==> src/rtl/button_event_pkg.sv <==
// Shared types for the button event decoder.
// State encoding plus a constant helper for sizing the hold/gap counter.
package button_event_pkg;

    typedef enum logic [2:0] {
        S_IDLE,
        S_PRESSED,
        S_LONG_HELD,
        S_WAIT_GAP,
        S_SECOND_PRESS
    } state_t;

    function automatic int max(input int a, input int b);
        return (a > b) ? a : b;
    endfunction

endpackage

==> src/rtl/edge_detect.sv <==
// Registered previous sample of a synchronous level plus
// combinational rise/fall strobes derived from it.
module edge_detect (
    input  logic i_clk,
    input  logic i_rst,
    input  logic i_sig,
    output logic o_rise,
    output logic o_fall,
    output logic o_prev
);

    logic r_prev;

    always_ff @(posedge i_clk) begin
        if (i_rst) begin
            r_prev <= 1'b0;
        end else begin
            r_prev <= i_sig;
        end
    end

    assign o_rise = i_sig & ~r_prev;
    assign o_fall = ~i_sig & r_prev;
    assign o_prev = r_prev;

endmodule

==> src/rtl/button_event_decoder.sv <==
// Turns a debounced button level into one-cycle press, release,
// short-click, double-click and long-press pulses.
module button_event_decoder
    import button_event_pkg::*;
#(
    parameter int LONG_PRESS_CYCLES = 12_500_000,
    parameter int DOUBLE_GAP_CYCLES = 6_250_000
) (
    input  logic i_clk,
    input  logic i_rst,
    input  logic i_debounced,
    output logic o_pressed,
    output logic o_press_pulse,
    output logic o_release_pulse,
    output logic o_short_click,
    output logic o_double_click,
    output logic o_long_press
);

    localparam int CW = $clog2(max(LONG_PRESS_CYCLES, DOUBLE_GAP_CYCLES));
    localparam logic [CW-1:0] LONG_LAST = CW'(LONG_PRESS_CYCLES - 1);
    localparam logic [CW-1:0] GAP_LAST  = CW'(DOUBLE_GAP_CYCLES - 1);

    logic w_rise;
    logic w_fall;
    logic w_prev;

    edge_detect u_edge (
        .i_clk  (i_clk),
        .i_rst  (i_rst),
        .i_sig  (i_debounced),
        .o_rise (w_rise),
        .o_fall (w_fall),
        .o_prev (w_prev)
    );

    state_t          r_state;
    state_t          w_next;
    logic [CW-1:0]   r_cnt;
    logic            w_short;
    logic            w_double;
    logic            w_long;

    // Edges are tested before thresholds so an edge on the threshold cycle wins.
    always_comb begin
        w_next   = r_state;
        w_short  = 1'b0;
        w_double = 1'b0;
        w_long   = 1'b0;
        unique case (r_state)
            S_IDLE: begin
                if (w_rise) w_next = S_PRESSED;
            end
            S_PRESSED: begin
                if (w_fall) begin
                    w_next = S_WAIT_GAP;
                end else if (r_cnt == LONG_LAST) begin
                    w_long = 1'b1;
                    w_next = S_LONG_HELD;
                end
            end
            S_LONG_HELD: begin
                if (w_fall) w_next = S_IDLE;
            end
            S_WAIT_GAP: begin
                if (w_rise) begin
                    w_next = S_SECOND_PRESS;
                end else if (r_cnt == GAP_LAST) begin
                    w_short = 1'b1;
                    w_next  = S_IDLE;
                end
            end
            S_SECOND_PRESS: begin
                if (w_fall) begin
                    w_double = 1'b1;
                    w_next   = S_IDLE;
                end else if (r_cnt == LONG_LAST) begin
                    w_long = 1'b1;
                    w_next = S_LONG_HELD;
                end
            end
            default: w_next = S_IDLE;
        endcase
    end

    logic r_press;
    logic r_release;
    logic r_short;
    logic r_double;
    logic r_long;

    always_ff @(posedge i_clk) begin
        if (i_rst) begin
            r_state   <= S_IDLE;
            r_cnt     <= '0;
            r_press   <= 1'b0;
            r_release <= 1'b0;
            r_short   <= 1'b0;
            r_double  <= 1'b0;
            r_long    <= 1'b0;
        end else begin
            r_state <= w_next;
            if (w_next != r_state) begin
                r_cnt <= '0;
            end else if (r_cnt != '1) begin
                r_cnt <= r_cnt + 1'b1;
            end
            r_press   <= w_rise;
            r_release <= w_fall;
            r_short   <= w_short;
            r_double  <= w_double;
            r_long    <= w_long;
        end
    end

    assign o_pressed       = w_prev;
    assign o_press_pulse   = r_press;
    assign o_release_pulse = r_release;
    assign o_short_click   = r_short;
    assign o_double_click  = r_double;
    assign o_long_press    = r_long;

endmodule

==> config.mk <==
export PLATFORM = sky130hd
export DESIGN_NAME = button_event_decoder
export DESIGN_NICKNAME = d
export VERILOG_FILES = /design/src/rtl/button_event_pkg.sv /design/src/rtl/edge_detect.sv /design/src/rtl/button_event_decoder.sv
export SDC_FILE = /design/constraint.sdc
export NUM_CORES = 1
export LEC_CHECK = 0
export BUFFER_PORTS_ARGS = -buffer_cell sky130_fd_sc_hd__buf_2
export CORE_ASPECT_RATIO = 1.75
export CORE_MARGIN = 2
export CORE_UTILIZATION = 60
export DETAILED_ROUTE_END_ITERATION = 7
export PLACE_DENSITY_LB_ADDON = 0.1
export SLEW_MARGIN = 15
export SYNTH_ARGS = -nofsm -noshare
export SYNTH_HDL_FRONTEND = slang
export SYNTH_SLANG_ARGS = --single-unit
==> constraint.sdc <==
create_clock -name i_clk -period 2.3 [get_ports i_clk]
set_input_delay 0.23 -clock i_clk [delete_from_list [all_inputs] [get_ports i_clk]]
set_output_delay 0.23 -clock i_clk [all_outputs]
set_load 0.02 [all_outputs]
==> results.sh <==
export IMPL_element_type_at_the_critical_path_end="flip-flop"
export IMPL_firstDrtPassIters=4
export IMPL_via_count=1814
export IMPL_gr_usage_all_layers=0.289
export IMPL_final_hold_viol_count=0
export IMPL_swShare=0.256
export IMPL_final_antenna_net_count=0
export IMPL_clk_lat_worst_skew_ns=0.29
export IMPL_net_switching_power_mw=0.289
export IMPL_synthMostInstantiatedCell="sky130_fd_sc_hd__dfxtp_1"
export IMPL_clock_power_share=0.369
export IMPL_seq_area_frac_synth=0.338
export IMPL_synth_cell_area_sq_um=1950
export IMPL_crit_path_end="r_cnt[4]"
export IMPL_final_fill_count=274
export IMPL_cts_root_buffer_cell="sky130_fd_sc_hd__clkbuf_8"
export IMPL_synthDominantAreaCellType="sky130_fd_sc_hd__dfxtp_1"
export IMPL_remaining_drc_errors=0
export IMPL_grt_start_max_net_pins=25
export IMPL_post_synth_arst_share=0
export IMPL_max_slew_margin=0.681
export IMPL_cts_resized_gates=0
export IMPL_start_util=0.621
export IMPL_die_area_sq_um=3740
export IMPL_worst_ir_drop_vdd_v=0.000619
export IMPL_grt_overflow_total=0
export IMPL_internal_power_mw=0.840
export IMPL_holdCritPathClass="in -> reg"
export IMPL_worst_slew_pin_transition_ns=0.475
export IMPL_clkSinkCount=33
export IMPL_cts_reportedPaths_clkPinSlew_ns=0.07
export IMPL_worstRegToRegCells=6
export IMPL_cts_max_path_buffers=2
export IMPL_worst_clock_skew_ns=0.0104
export IMPL_p_seq_frac=0.536
export IMPL_min_period_over_period=0.897
export IMPL_final_util=0.681
export IMPL_die_h_microns=79.5
export IMPL_fp_coreArea_sq_um=3140
export IMPL_static_leakage_power_nw=0.696
export IMPL_hold_depth=2
export IMPL_outcome="finished clean"
export IMPL_timing_critical_path_arrival_ns=2.22
export IMPL_setup_worst_path_start_class="flip-flop"
export IMPL_wire_length_of_the_first_global_routing_pass_mm=7.73
export IMPL_regToRegStartpoint="r_cnt[21]"
export IMPL_fin_crit_ns=2.06
export IMPL_place_port_buffers=8
export IMPL_synth_top_area_share=0.338
export IMPL_critPathMaxStageDelay_ns=0.70
export IMPL_synth_edff_count=0
export IMPL_finalSetupTns_ns=0
export IMPL_row_count=27
export IMPL_die_width_microns=47.1
export IMPL_postRouteWirelength_mm=4.68
export IMPL_ios=9
export IMPL_cts_hold_repair_buffers=0
export IMPL_startpoint="r_cnt[21]"
export IMPL_comb_power_share=0.094
export IMPL_maxSlewViolCount=0
export IMPL_syn_avg_cell_area_sq_um=8.60
export IMPL_cell_with_the_biggest_individual_delay_on_the_critical_path="sky130_fd_sc_hd__or4b_2"
export IMPL_grt_pass1_vias=1738
export IMPL_gp_congestion=0.896
export IMPL_n_antenna_cell=0
export IMPL_seqCellArea_sq_um=661
export IMPL_clock_fmax_ghz=0.485
export IMPL_final_setup_viol_count=0
export IMPL_multi_input_area_sq_um=1200
export IMPL_num_nets_final=237
export IMPL_crit_path_max_fanout=24
export IMPL_drt_wirelength_per_cell_microns=16.9
export IMPL_dpl_hpwl_mm=3.50
export IMPL_ys_warn_count=0
export IMPL_mappedNetlistNets=231
export IMPL_antenna_found_initial=0
export IMPL_most_used_flip_flop_cell_after_synthesis="sky130_fd_sc_hd__dfxtp_1"
export IMPL_drive_gt1_frac=0.184
export IMPL_syn_to_final_growth_pct=9.68
export IMPL_setup_reg_to_reg_worst_slack_ns=0.24
export IMPL_critical_path_class="reg -> reg"
export IMPL_initialDrtViolationCount=74
export IMPL_number_of_buffers_added_by_the_clock_tree_synthesis_step=5
export IMPL_routed_via_density=6.55
export IMPL_synth_cell_type_count=50
export IMPL_power_density_nw_per_um2=527
export IMPL_unrepaired_setup_endpoints_after_global_routing="no"
export IMPL_path_cells="or4b_2 -> nor4_2 -> nor2_1 -> a211oi_4 -> buf_12 -> a2111oi_0"
export IMPL_cts_htree_levels=2
export IMPL_synth_top_cells_by_count="sky130_fd_sc_hd__dfxtp_1 (33), sky130_fd_sc_hd__nor3_1 (20), sky130_fd_sc_hd__xnor2_1 (16)"
export IMPL_reg2reg_to="r_cnt[4]"
export IMPL_ys_seq_elements=33
export IMPL_cp_data_required_time_ns=2.46
export IMPL_post_cts_setup_buffers=0
export IMPL_max_cap_violations=0
export IMPL_synth_area_top_cells="sky130_fd_sc_hd__dfxtp_1 (34%), sky130_fd_sc_hd__xnor2_1 (7.2%), sky130_fd_sc_hd__nor3_1 (5.1%)"
export IMPL_clock_tree_from_tritoncts="done"
export IMPL_synthesized_instance_count=227
==> worst max-delay path, delay by kind of cell, from the launching register on <==
| kind | cells | cell delay [ns] |
|---|---|---|
| AO/OA/AOI/OAI | 2 | 0.29 |
| buffers and inverters | 1 | 0.20 |
| flip-flops | 1 | 0.39 |
| AND/OR/NAND/NOR | 3 | 1.05 |
==> power groups by stage <==
stage	clock, mW	sequential, mW	combinational [mW]
6_report	0.417	0.606	0.106
5_1_grt	0.452	0.608	0.119
4_1_cts	0.430	0.605	0.108
3_5_place_dp	0	0.618	0.107
3_3_place_gp	0	0.617	0.102
2_1_floorplan	0	0.613	0.0800
==> placed cells by master (no fill, tap or decap), types with 2 or more instances in the layout <==
master	Yosys	layout
sky130_fd_sc_hd__buf_12	0	2
sky130_fd_sc_hd__nor2_1	12	12
sky130_fd_sc_hd__o31ai_1	2	2
sky130_fd_sc_hd__buf_2	4	8
sky130_fd_sc_hd__nand2b_1	5	5
sky130_fd_sc_hd__and2_1	4	4
sky130_fd_sc_hd__nor4_1	8	8
sky130_fd_sc_hd__and3_1	4	4
sky130_fd_sc_hd__nor3_1	20	20
sky130_fd_sc_hd__or2_2	3	3
sky130_fd_sc_hd__clkinv_2	0	2
sky130_fd_sc_hd__a21oi_1	6	6
sky130_fd_sc_hd__clkbuf_8	0	5
sky130_fd_sc_hd__a211oi_1	5	5
sky130_fd_sc_hd__nand4_1	12	12
sky130_fd_sc_hd__and4_1	4	4
sky130_fd_sc_hd__nand2_1	9	9
sky130_fd_sc_hd__nor2b_1	3	3
sky130_fd_sc_hd__dfxtp_1	33	33
sky130_fd_sc_hd__xnor2_1	16	16
sky130_fd_sc_hd__o211ai_1	2	2
sky130_fd_sc_hd__nand4b_1	3	3
sky130_fd_sc_hd__mux2i_1	5	5
sky130_fd_sc_hd__nor3_2	7	7
sky130_fd_sc_hd__buf_4	0	8
sky130_fd_sc_hd__a31oi_1	8	8
sky130_fd_sc_hd__nand3_1	12	12
==> routing by layer <==
metal  GRT usage  up-vias  wire [microns]
li1            -      866               -
met1       0.285      853            1750
met2       0.511       70            2520
met3      0.0520       25             195
met4       0.181        0             221
met5           0        -               0
==> final cells by class <==
class                           count  area share
Clock buffer                        5      0.0321
Multi-Input combinational cell    174       0.559
Sequential cell                    33       0.309
Inverter                            1     0.00175
Timing Repair Buffer               18      0.0655
Clock inverter                      3     0.00818
Tap cell                           43      0.0251
==> logic make-up (layout without fill, tap and decap cells) <==
group | Yosys count | count (layout) | share of synthesized area
AOI/OAI and AO/OA | 34 | 34 | 0.135
xor gates and xnor gates | 17 | 17 | 0.0763
adders and majority gates | 1 | 1 | 0.00641
buffers and inverters | 20 | 27 | 0.0487
DFF | 33 | 33 | 0.338
muxes | 5 | 5 | 0.0256
and+or+nand+nor | 117 | 117 | 0.370
==> state kept, by name, indices dropped and copies added (netlist names) <==
| register | count |
|---|---|
| o_double_click | 1 |
| o_long_press | 1 |
| o_press_pulse | 1 |
| o_release_pulse | 1 |
| o_short_click | 1 |
| r_cnt | 24 |
| r_state | 3 |
| u_edge.o_prev | 1 |
==> metrics by stage <==
stage / setup slack [ns] / instance area, sq um / power (mW) / hold WS (ns) / std cells
2_1_floorplan: 0.379 / 1950 / 0.693 / 0.358 / 227
3_3_place_gp: 0.312 / 2050 / 0.718 / 0.520 / 269
3_5_place_dp: 0.268 / 2050 / 0.725 / 0.523 / 269
4_1_cts: 0.242 / 2140 / 1.14 / 0.224 / 277
5_1_grt: 0.0982 / 2140 / 1.18 / 0.215 / 277
6_report: 0.236 / 2140 / 1.13 / 0.229 / 277
==> worst min-delay path by stage <==
| stage | endpoint | from | slack, ns |
|---|---|---|---|
| after floorplan | u_edge.o_prev | i_debounced | 0.36 |
| after global placement | u_edge.o_prev | i_rst | 0.52 |
| after detailed placement | u_edge.o_prev | i_rst | 0.52 |
| after CTS | u_edge.o_prev | i_rst | 0.22 |
| after global routing | u_edge.o_prev | i_rst | 0.21 |
| final | u_edge.o_prev | i_rst | 0.23 |
Power figures use the tool's default switching activity.
